`config.mk`:
```
export PLATFORM = sky130hd
export DESIGN_NAME = reg_pipeline
export DESIGN_NICKNAME = d
export VERILOG_FILES = /design/src/rtl/reg_pipeline_pkg.sv /design/src/rtl/pipe_stage.sv /design/src/rtl/reg_pipeline.sv
export SDC_FILE = /design/constraint.sdc
export NUM_CORES = 1
export LEC_CHECK = 0
export CORE_MARGIN = 3
export CORE_UTILIZATION = 44
export CTS_BUF_LIST = sky130_fd_sc_hd__clkbuf_8 sky130_fd_sc_hd__clkbuf_16
export CTS_CLUSTER_SIZE = 8
export DETAILED_ROUTE_END_ITERATION = 16
export PLACE_DENSITY = 0.76
export SLEW_MARGIN = 30
export SYNTH_ARGS = -nofsm -noshare
export SYNTH_HDL_FRONTEND = slang
export SYNTH_SLANG_ARGS = --single-unit
```
`constraint.sdc`:
```
create_clock -name clk -period 1.8 [get_ports clk]
set_input_delay 0.36 -clock clk [delete_from_list [all_inputs] [get_ports clk]]
set_output_delay 0.36 -clock clk [all_outputs]
set_load 0.05 [all_outputs]
```
`src/rtl/reg_pipeline_pkg.sv`:
```
// Shared constants and helpers for the ready/valid register pipeline.
package reg_pipeline_pkg;

    localparam int unsigned DefaultWidth = 8;
    localparam int unsigned DefaultDepth = 2;

    // Bits needed to count 0..depth occupied stages.
    function automatic int unsigned cnt_width(input int unsigned depth);
        return $clog2(depth + 1);
    endfunction

endpackage

```
`src/rtl/pipe_stage.sv`:
```
// One valid/data register stage with bubble-collapsing ready term.
module pipe_stage
    import reg_pipeline_pkg::*;
#(
    parameter int unsigned WIDTH = DefaultWidth
) (
    input  logic             clk,
    input  logic             rst_n,
    input  logic             flush_i,
    input  logic             up_valid_i,
    input  logic [WIDTH-1:0] up_data_i,
    input  logic             dn_ready_i,
    output logic             ready_o,
    output logic             valid_o,
    output logic             valid_next_o,
    output logic [WIDTH-1:0] data_o
);

    logic             valid_d, valid_q;
    logic [WIDTH-1:0] data_d, data_q;
    logic             ready;

    always_comb begin
        // An empty stage accepts even while everything downstream is stalled.
        ready   = !valid_q || dn_ready_i;
        valid_d = valid_q;
        data_d  = data_q;
        if (flush_i) begin
            valid_d = 1'b0;
        end else if (ready) begin
            valid_d = up_valid_i;
            if (up_valid_i) begin
                data_d = up_data_i;
            end
        end
    end

    always_ff @(posedge clk or negedge rst_n) begin
        if (!rst_n) begin
            valid_q <= 1'b0;
            data_q  <= '0;
        end else begin
            valid_q <= valid_d;
            data_q  <= data_d;
        end
    end

    assign ready_o      = ready;
    assign valid_o      = valid_q;
    assign valid_next_o = valid_d;
    assign data_o       = data_q;

endmodule

```
`src/rtl/reg_pipeline.sv`:
```
// DEPTH-stage ready/valid register pipeline with flush and occupancy count.
module reg_pipeline
    import reg_pipeline_pkg::*;
#(
    parameter int unsigned WIDTH = DefaultWidth,
    parameter int unsigned DEPTH = DefaultDepth,
    localparam int unsigned CNT_W = cnt_width(DEPTH)
) (
    input  logic             clk,
    input  logic             rst_n,
    input  logic             in_valid,
    output logic             in_ready,
    input  logic [WIDTH-1:0] in_data,
    output logic             out_valid,
    input  logic             out_ready,
    output logic [WIDTH-1:0] out_data,
    input  logic             flush,
    output logic [CNT_W-1:0] occupancy
);

    logic             stage_valid      [DEPTH];
    logic             stage_valid_next [DEPTH];
    logic [WIDTH-1:0] stage_data       [DEPTH];
    logic             stage_ready      [DEPTH+1];
    logic             up_valid         [DEPTH];
    logic [WIDTH-1:0] up_data          [DEPTH];
    logic [CNT_W-1:0] occ_d, occ_q;

    assign up_valid[0]        = in_valid;
    assign up_data[0]         = in_data;
    assign stage_ready[DEPTH] = out_ready;

    for (genvar k = 1; k < DEPTH; k++) begin : g_link
        assign up_valid[k] = stage_valid[k-1];
        assign up_data[k]  = stage_data[k-1];
    end

    for (genvar k = 0; k < DEPTH; k++) begin : g_stage
        pipe_stage #(
            .WIDTH(WIDTH)
        ) u_stage (
            .clk         (clk),
            .rst_n       (rst_n),
            .flush_i     (flush),
            .up_valid_i  (up_valid[k]),
            .up_data_i   (up_data[k]),
            .dn_ready_i  (stage_ready[k+1]),
            .ready_o     (stage_ready[k]),
            .valid_o     (stage_valid[k]),
            .valid_next_o(stage_valid_next[k]),
            .data_o      (stage_data[k])
        );
    end

    // Count from next-state valids so the register always matches the stages it describes.
    always_comb begin
        occ_d = '0;
        for (int k = 0; k < DEPTH; k++) begin
            occ_d = occ_d + CNT_W'(stage_valid_next[k]);
        end
    end

    always_ff @(posedge clk or negedge rst_n) begin
        if (!rst_n) begin
            occ_q <= '0;
        end else begin
            occ_q <= occ_d;
        end
    end

    assign in_ready  = stage_ready[0] && !flush;
    assign out_valid = stage_valid[DEPTH-1] && !flush;
    assign out_data  = stage_data[DEPTH-1];
    assign occupancy = occ_q;

endmodule

```
# Word level (Yosys, flattened, before mapping)
# Cells that the tools add are included.
[totals] regBits=20 latchBits=0 ram_bits=0 rom_bits=0 input_bits=13 out_inout_bits=12 word_cells=20 mem_count=0
[op_classes] add_sub_neg=1 multipliers=0 div_mod_pow=0 magnitude_cmp=0 n_eq_ne=0 shifts=0 muxes=4 bitwise_logic=1 n_reduce_logical=9
[op_table] operator="$reduce_and A3 Y1" count=2
[op_table] operator="$mux W1" count=4
[op_table] operator="$logic_not A1 Y1" count=3
[op_table] operator="$add A1 B1 Y2" count=1
[op_table] operator="$logic_and A1 B1 Y1" count=2
[op_table] operator="$logic_or A1 B1 Y1" count=2
[op_table] operator="$not A1 Y1" count=1

# Logic depth before layout (Yosys ltp)
# Gate-level depths: netlist (run 1).
[depth] word_depth=6 mapped_depth=4 mapped_depth_nobuf=4

# Cells and area by module
# Synthesis (run 1) repeated with hierarchy kept, for this count alone.
[unflattened] cells_unflattened=49 area_unflattened_um2=793.3
[modules_own_cells] mod="pipe_stage" n_inst=2 cells_each=22 area_per_inst_um2=359.1 seq_area_each_um2=225.2
[modules_own_cells] mod="reg_pipeline" n_inst=1 cells_each=5 area_per_inst_um2=75.1 seq_area_each_um2=50.0

# Least setup slack after synthesis (run 1)
# Ideal clock, no wire load.
[synth_timing] path_kind="register -> output" from="reg g_stage[1].u_stage.valid_q" to="out in_ready" arrival_ns=1.219 required_ns=1.440 setup_slack_ns=0.221 stages_incl_launch_ff=3 n_path_buf=0 cell_sequence="dfrtp_1 > and3b_1 > nor2_1"
[synth_between] elab_chain_cells=4
[synth_lines] element="start, declared" line="pipe_stage.sv:19" source="logic valid_d, valid_q;"
[synth_lines] element="start signal, assigned" line="pipe_stage.sv:43" source="valid_q <= valid_d;"
[synth_lines] element="$logic_not A1 Y1" line="pipe_stage.sv:25" source="ready = !valid_q || dn_ready_i;"
[synth_lines] element="$logic_or A1 B1 Y1 (2 in series)" line="pipe_stage.sv:25"
[synth_lines] element="$logic_and A1 B1 Y1" line="reg_pipeline.sv:71" source="assign in_ready = stage_ready[0] && !flush;"
[synth_lines] element="end, declared" line="reg_pipeline.sv:12" source="output logic in_ready,"
# No other way between the ends.

# Final worst setup path (run 1)
[layout_timing] from="in flush" to="out out_valid"
[layout_between] elab_chain_cells=2
[layout_lines] element="start, declared" line="reg_pipeline.sv:17" source="input logic flush,"
[layout_lines] element="$logic_not A1 Y1" line="reg_pipeline.sv:72" source="assign out_valid = stage_valid[DEPTH-1] && !flush;"
[layout_lines] element="$logic_and A1 B1 Y1" line="reg_pipeline.sv:72"
[layout_lines] element="end, declared" line="reg_pipeline.sv:14" source="output logic out_valid,"
# No other way between the ends.

==> metrics, run 1 <==
Initial Util=0.495; PortBufs=24; final worst path period share=0.956; gr ovfl total=0; Inserted Clock Buffers=3; row cnt=14; Final Hold Viols=0; Final Wtd Congestion=0.706; count of different cell masters after synthesis=13; Syn Area/Cell=roughly 16 um2; clock root buffer=clkbuf_8; Peak VDD IR=about 0.96 mV; status=completed; Fill cells=118; Worst Setup SP=flush; final hold slack=439 ps; largest cells by area after synthesis=dfrtp_1 63%, mux2_4 15%, mux2_2 11%; CP delay by family, top=buffers and inverters; Cell Pwr Density=between 1000 and 1500 mW/mm2; Critical Path Sink=out_valid; Yosys top cell area share=0.627; Async SR Flop Fraction=1.00; FF-to-FF End=g_stage[0].u_stage.data_o[0]; type of the most critical hold path=in2async; Worst R2R Setup Slack=250 ps; Reg clk slew, reported paths=~70 ps; CP Capture Type=output port; WP data arrival=1360 ps; Clock Sink Count=20; first-pass GRT wire length=2360 um; largest area contributor in the netlist=dfrtp_1; pin count of the biggest net entering global routing=21; Max clock buf depth=2; most frequent cell after synthesis=dfrtp_1; TritonCTS clock tree=yes; Worst Path Buf+Inv=3; synth cell count leaders=20 x dfrtp_1, 8 x mux2_2, 8 x mux2_4, 4 x nor2_1, 2 x inv_1; initial antenna violation count=0; Net Sw Frac=0.319; Sequential Power Share=0.387; routed wire length=1470 um; DRC Markers=0; post-synth net total=64; EDFF count, synth=0; register area share after synthesis=0.627; Worst R2R Start=g_stage[1].u_stage.valid_o; Leakage=0.576 nW; clock share of power=0.294; worst-skew pair later-pin latency=250 ps; Placeable Area=0.00161 mm2; vias in the first global route=477; Switch Pwr=0.000480 W; chip height=48.6 um; Int Pwr=0.00103 W; part of the power in combinational logic=0.320; slowest CP cell=clkdlybuf4s50_1; required time worst endpoint=between 1000 and 1500 ps; fin crit period=roughly 1700 ps; antenna viol nets, final=0; cts hold-fix bufs=0; Synth Cell Area=798 um2; element type at the critical path start=primary input; RSZ-0062 raised after global routing=false; H-Tree Level Count=1; Area growth, synth to finish=46.2%; Worst Clk Skew=2.34 ps; Wirelength per Cell=about 14 um; vias per inst=4.70; GR Util All Layers=0.137; final core utilization=0.724; IO Count=25; Slew headroom=0.786; # Max-Cap Violations=0; synthesized instance count=50; max frequency=581 MHz; Slew Limit Fails=0; CP cell instances=clkdlybuf4s50_1, buf_4, nor2b_1, buf_12; layout cell share with drive strength beyond 1=0.469; antenna diode count=0; crit path max fanout=3; CP Class=in2out; Vias=493; ys flop type=dfrtp_1; final setup vio count=0; Post-CTS Setup Bufs=0; Seq cells post-synth=20; Die W=48.6 um; cell count along the critical path=4; slowest stage delay, CP=460 ps; nets=96; Detailed Routing Iterations Pass 1=2; Overall Power=0.00151 W; Iteration-0 DRC Markers=3; R2R cell count=4; Ys Warns=0; Slew @ Worst Pin=322 ps; die area=0.00236 mm2
==> cell usage in the layout, fill, tap and decap left out, types with 2 or more instances in the layout <==
cell type         n
buf_12            2
buf_4            15
clkbuf_8          3
clkdlybuf4s50_1  11
dfrtp_1          20
inv_1             2
mux2_2            8
mux2_4            8
nor2_1            3
==> area by class of cell <==
cell class / count / area [um2] / share of cell area
Clock buffer: 3 / 41.3 / 0.0354
Sequential cell: 20 / 500 / 0.429
Multi-Input combinational cell: 26 / 283 / 0.242
Inverter: 2 / 7.51 / 0.00643
Tap cell: 24 / 30.0 / 0.0257
Timing Repair Buffer: 29 / 275 / 0.236
Clock inverter: 1 / 30.0 / 0.0257
==> per-stage QoR <==
stage | cells | TNS, ps | setup WS (ps) | cell area, um2
after floorplan | 50 | 0 | 221 | 798
after global placement | 101 | -1370 | -166 | 1090
after global routing | 105 | 0 | 45.5 | 1170
after detailed placement | 101 | -1430 | -171 | 1090
final | 105 | 0 | 79.4 | 1170
after CTS | 105 | 0 | 14.8 | 1160
==> routing by layer <==
| metal | vias to the layer above | part of all wire | track usage |
|---|---|---|---|
| li1 | 235 | - | - |
| met1 | 242 | 0.44 | 0.174 |
| met2 | 14 | 0.50 | 0.211 |
| met3 | 2 | 0.055 | 0.0337 |
| met4 | 0 | 0.0068 | 0.0853 |
| met5 | - | 0 | 0 |
==> state kept, by name, indices dropped and copies added, names as in the netlist <==
| signal | flops |
|---|---|
| g_stage.u_stage.valid_o | 2 |
| occupancy | 2 |
| g_stage.u_stage.data_o | 16 |
==> worst reg2reg max path, stage by stage (launching register included) <==
cell	delay [ps]
dfrtp_1	410
and3b_1	200
or3b_1	340
buf_4	190
mux2_4	310
==> power groups by stage <==
| stage | clock network (W) | registers (W) | logic (W) |
|---|---|---|---|
| 2_1_floorplan | 0 | 0.000786 | 0.000116 |
| 3_5_place_dp | 0 | 0.000590 | 0.000482 |
| 4_1_cts | 0.000454 | 0.000583 | 0.000486 |
| 3_3_place_gp | 0 | 0.000586 | 0.000476 |
| 5_1_grt | 0.000476 | 0.000593 | 0.000503 |
| 6_report | 0.000442 | 0.000582 | 0.000482 |
==> kinds of logic after synthesis <==
| family | after synthesis | synth area share |
|---|---|---|
| AO/OA/AOI/OAI | 2 | 0.0172 |
| flip-flops | 20 | 0.627 |
| multiplexers | 16 | 0.263 |
| buffers and inverters | 4 | 0.0282 |
| adder cells (fa/ha/maj) | 1 | 0.0157 |
| AND/OR/NAND/NOR | 7 | 0.0486 |
==> worst min-delay path by stage <==
| stage | slack [ps] | endpoint |
|---|---|---|
| after global placement | 490 | g_stage[1].u_stage.data_o[0] |
| after detailed placement | 490 | g_stage[0].u_stage.data_o[5] |
| final | 440 | g_stage[0].u_stage.data_o[4] |
| after CTS | 440 | g_stage[0].u_stage.data_o[0] |
| after floorplan | 60 | g_stage[0].u_stage.data_o[0] |
| after global routing | 450 | g_stage[1].u_stage.data_o[3] |
==> timing repair <==
action / 4_1_cts / 5_1_grt
pin swaps: 0 / 1
setup endpoints to repair: 1 / 1
resized for setup: 1 / 2
Note: power is estimated with default switching activity, not from simulation.
==> run 2: changes to the inputs <==
--- a/config.mk
+++ b/config.mk
@@ -5,12 +5,14 @@
 export SDC_FILE = /design/constraint.sdc
 export NUM_CORES = 1
 export LEC_CHECK = 0
+export CELL_PAD_IN_SITES_DETAIL_PLACEMENT = 0
+export CELL_PAD_IN_SITES_GLOBAL_PLACEMENT = 2
 export CORE_MARGIN = 3
-export CORE_UTILIZATION = 44
+export CORE_UTILIZATION = 30
 export CTS_BUF_LIST = sky130_fd_sc_hd__clkbuf_8 sky130_fd_sc_hd__clkbuf_16
 export CTS_CLUSTER_SIZE = 8
 export DETAILED_ROUTE_END_ITERATION = 16
-export PLACE_DENSITY = 0.76
+export PLACE_DENSITY_LB_ADDON = 0.1
 export SLEW_MARGIN = 30
 export SYNTH_ARGS = -nofsm -noshare
 export SYNTH_HDL_FRONTEND = slang
==> run 2 against run 1 <==
Effect of this change:
- via count stayed put
- critical path type unchanged
- utilization is 26 points lower
- first-iteration DRC count is 67% lower
- sequential power hardly changed
- largest power group unchanged
- non-clock buffer count stayed put
- hold slack worse by 4.8 ps
- critical path depth stayed put
==> metrics, run 2 (synthesized netlist as in run 1, its figures left out) <==
status=completed; row cnt=18; pin count of the biggest net entering global routing=21; Peak VDD IR=0.986 mV; max frequency=582 MHz; WP data arrival=1360 ps; slowest stage delay, CP=460 ps; commonest non-fill, non-tap cells in the layout=20 x dfrtp_1, 15 x buf_4, 11 x clkdlybuf4s50_1, 8 x mux2_4, 8 x mux2_2; Clock Sink Count=20; layout cell share with drive strength beyond 1=0.469; required time worst endpoint=1440 ps; gr ovfl total=0; Final Hold Viols=0; Area growth, synth to finish=45.1%; Leakage=0.568 nW; multi-input combinational cell area=283 um2; placed wire-length estimate=1060 um; first-pass GRT wire length=around 2400 um; Slew Limit Fails=0; Max clock buf depth=2; Sequential Power Share=0.416; Worst Clk Skew=2.22 ps; Wirelength per Cell=12.6 um; sequential cell area=around 500 um2; fin worst setup slack=82.0 ps; cts hold-fix bufs=0; Slew @ Worst Pin=363 ps; crit path max fanout=4; Setup WS pre-CTS=-192 ps; CTS resizes=1; PortBufs=24; GR Util All Layers=0.101; slowest CP cell=clkdlybuf4s50_1; Die W=57.6 um; CP Capture Type=output port; final setup vio count=0; Detailed Routing Iterations Pass 1=4; Net Sw Frac=0.336; initial antenna violation count=0; CP Class=in2out; # Max-Cap Violations=0; final hold slack=between 400 and 500 ps; number of flip-flops under the largest register name=16; Iteration-0 DRC Markers=1; Final Wtd Congestion=roughly 0.63; Switch Pwr=0.000467 W; fin crit period=1720 ps; Reg clk slew, reported paths=approximately 70 ps; IO Count=25; nets=96; clock root buffer=clkbuf_8; routed wire length=1400 um; CP cell instances=clkdlybuf4s50_1, buf_4, nor2b_1, buf_12; die area=approximately 0.0033 mm2; setup_tns=0 ps; Worst Path Buf+Inv=3; Cell Pwr Density=1200 mW/mm2; CP delay by family, top=buffers and inverters; DRC Markers=0; antenna viol nets, final=0; Initial Util=0.319; Slew headroom=0.758; Fill cells=~240; clock share of power=0.239; vias per inst=roughly 4.4; element type at the critical path start=primary input; H-Tree Level Count=1; chip height=~58 um; vias in the first global route=508; worst-skew pair later-pin latency=250 ps; final worst path period share=0.954; type of the most critical hold path=in2async; Overall Power=around 0.0014 W; antenna diode count=0; RSZ-0062 raised after global routing=false; most common cell after layout, fill and taps aside=dfrtp_1; Inserted Clock Buffers=3; Vias=493; Int Pwr=0.000925 W; part of the power in combinational logic=0.344; Post-CTS Setup Bufs=0; TritonCTS clock tree=yes; Placeable Area=0.00250 mm2
[run 2: cell types whose count changed in the layout (fill, tap and decap cells not counted), sizes merged]
| cell | delta |
|---|---|
| clkbuf | +1 |
| bufinv | -1 |
[run 2: final cells by class]
class,instances,area share
timing repair buffer,29,0.238
clock buffer,4,0.0475
multi-input combinational,26,0.244
inverter,2,0.00648
sequential,20,0.432
tap,30,0.0324
[run 2: final timing paths]
check	start	end	slack, ps	cells past startpoint
setup reg to reg	g_stage[1].u_stage.valid_o	g_stage[0].u_stage.data_o[7]	240	4
min in group clk	out_ready	g_stage[1].u_stage.valid_o	500	4
hold / removal	rst_n	occupancy[0]	430	2
hold reg to reg	g_stage[1].u_stage.data_o[7]	g_stage[1].u_stage.data_o[7]	510	1
setup / recovery	flush	out_valid	80	4
max in group asynchronous	rst_n	g_stage[1].u_stage.data_o[7]	1150	2
[run 2: layer usage]
| layer | wire length (um) | GRT usage |
|---|---|---|
| met1 | 648 | 0.130 |
| met2 | 634 | 0.148 |
| met3 | 121 | 0.0520 |
| met4 | 0 | 0.0298 |
| met5 | 0 | 0 |
[run 2: power by group through the flow]
stage / Combinational [W] / Clock, W / Sequential (W)
final: 0.000479 / 0.000333 / 0.000579
after global routing: 0.000503 / 0.000372 / 0.000594
after CTS: 0.000485 / 0.000348 / 0.000581
after detailed placement: 0.000483 / 0 / 0.000589
after global placement: 0.000480 / 0 / 0.000589
after floorplan: 0.000116 / 0 / 0.000786
[run 2: metrics by stage]
step	util	cells	area, um2
after floorplan	-	50	798
after global placement	0.437	107	1090
after detailed placement	0.437	107	1090
after CTS	0.460	111	1150
after global routing	0.463	111	1160
final	0.463	111	1160
[run 2: worst register-to-register path, stage by stage (launching register included)]
cell and delay, ps:
dfrtp_1 400, and3b_1 200, or3b_1 340, buf_4 190, mux2_4 310
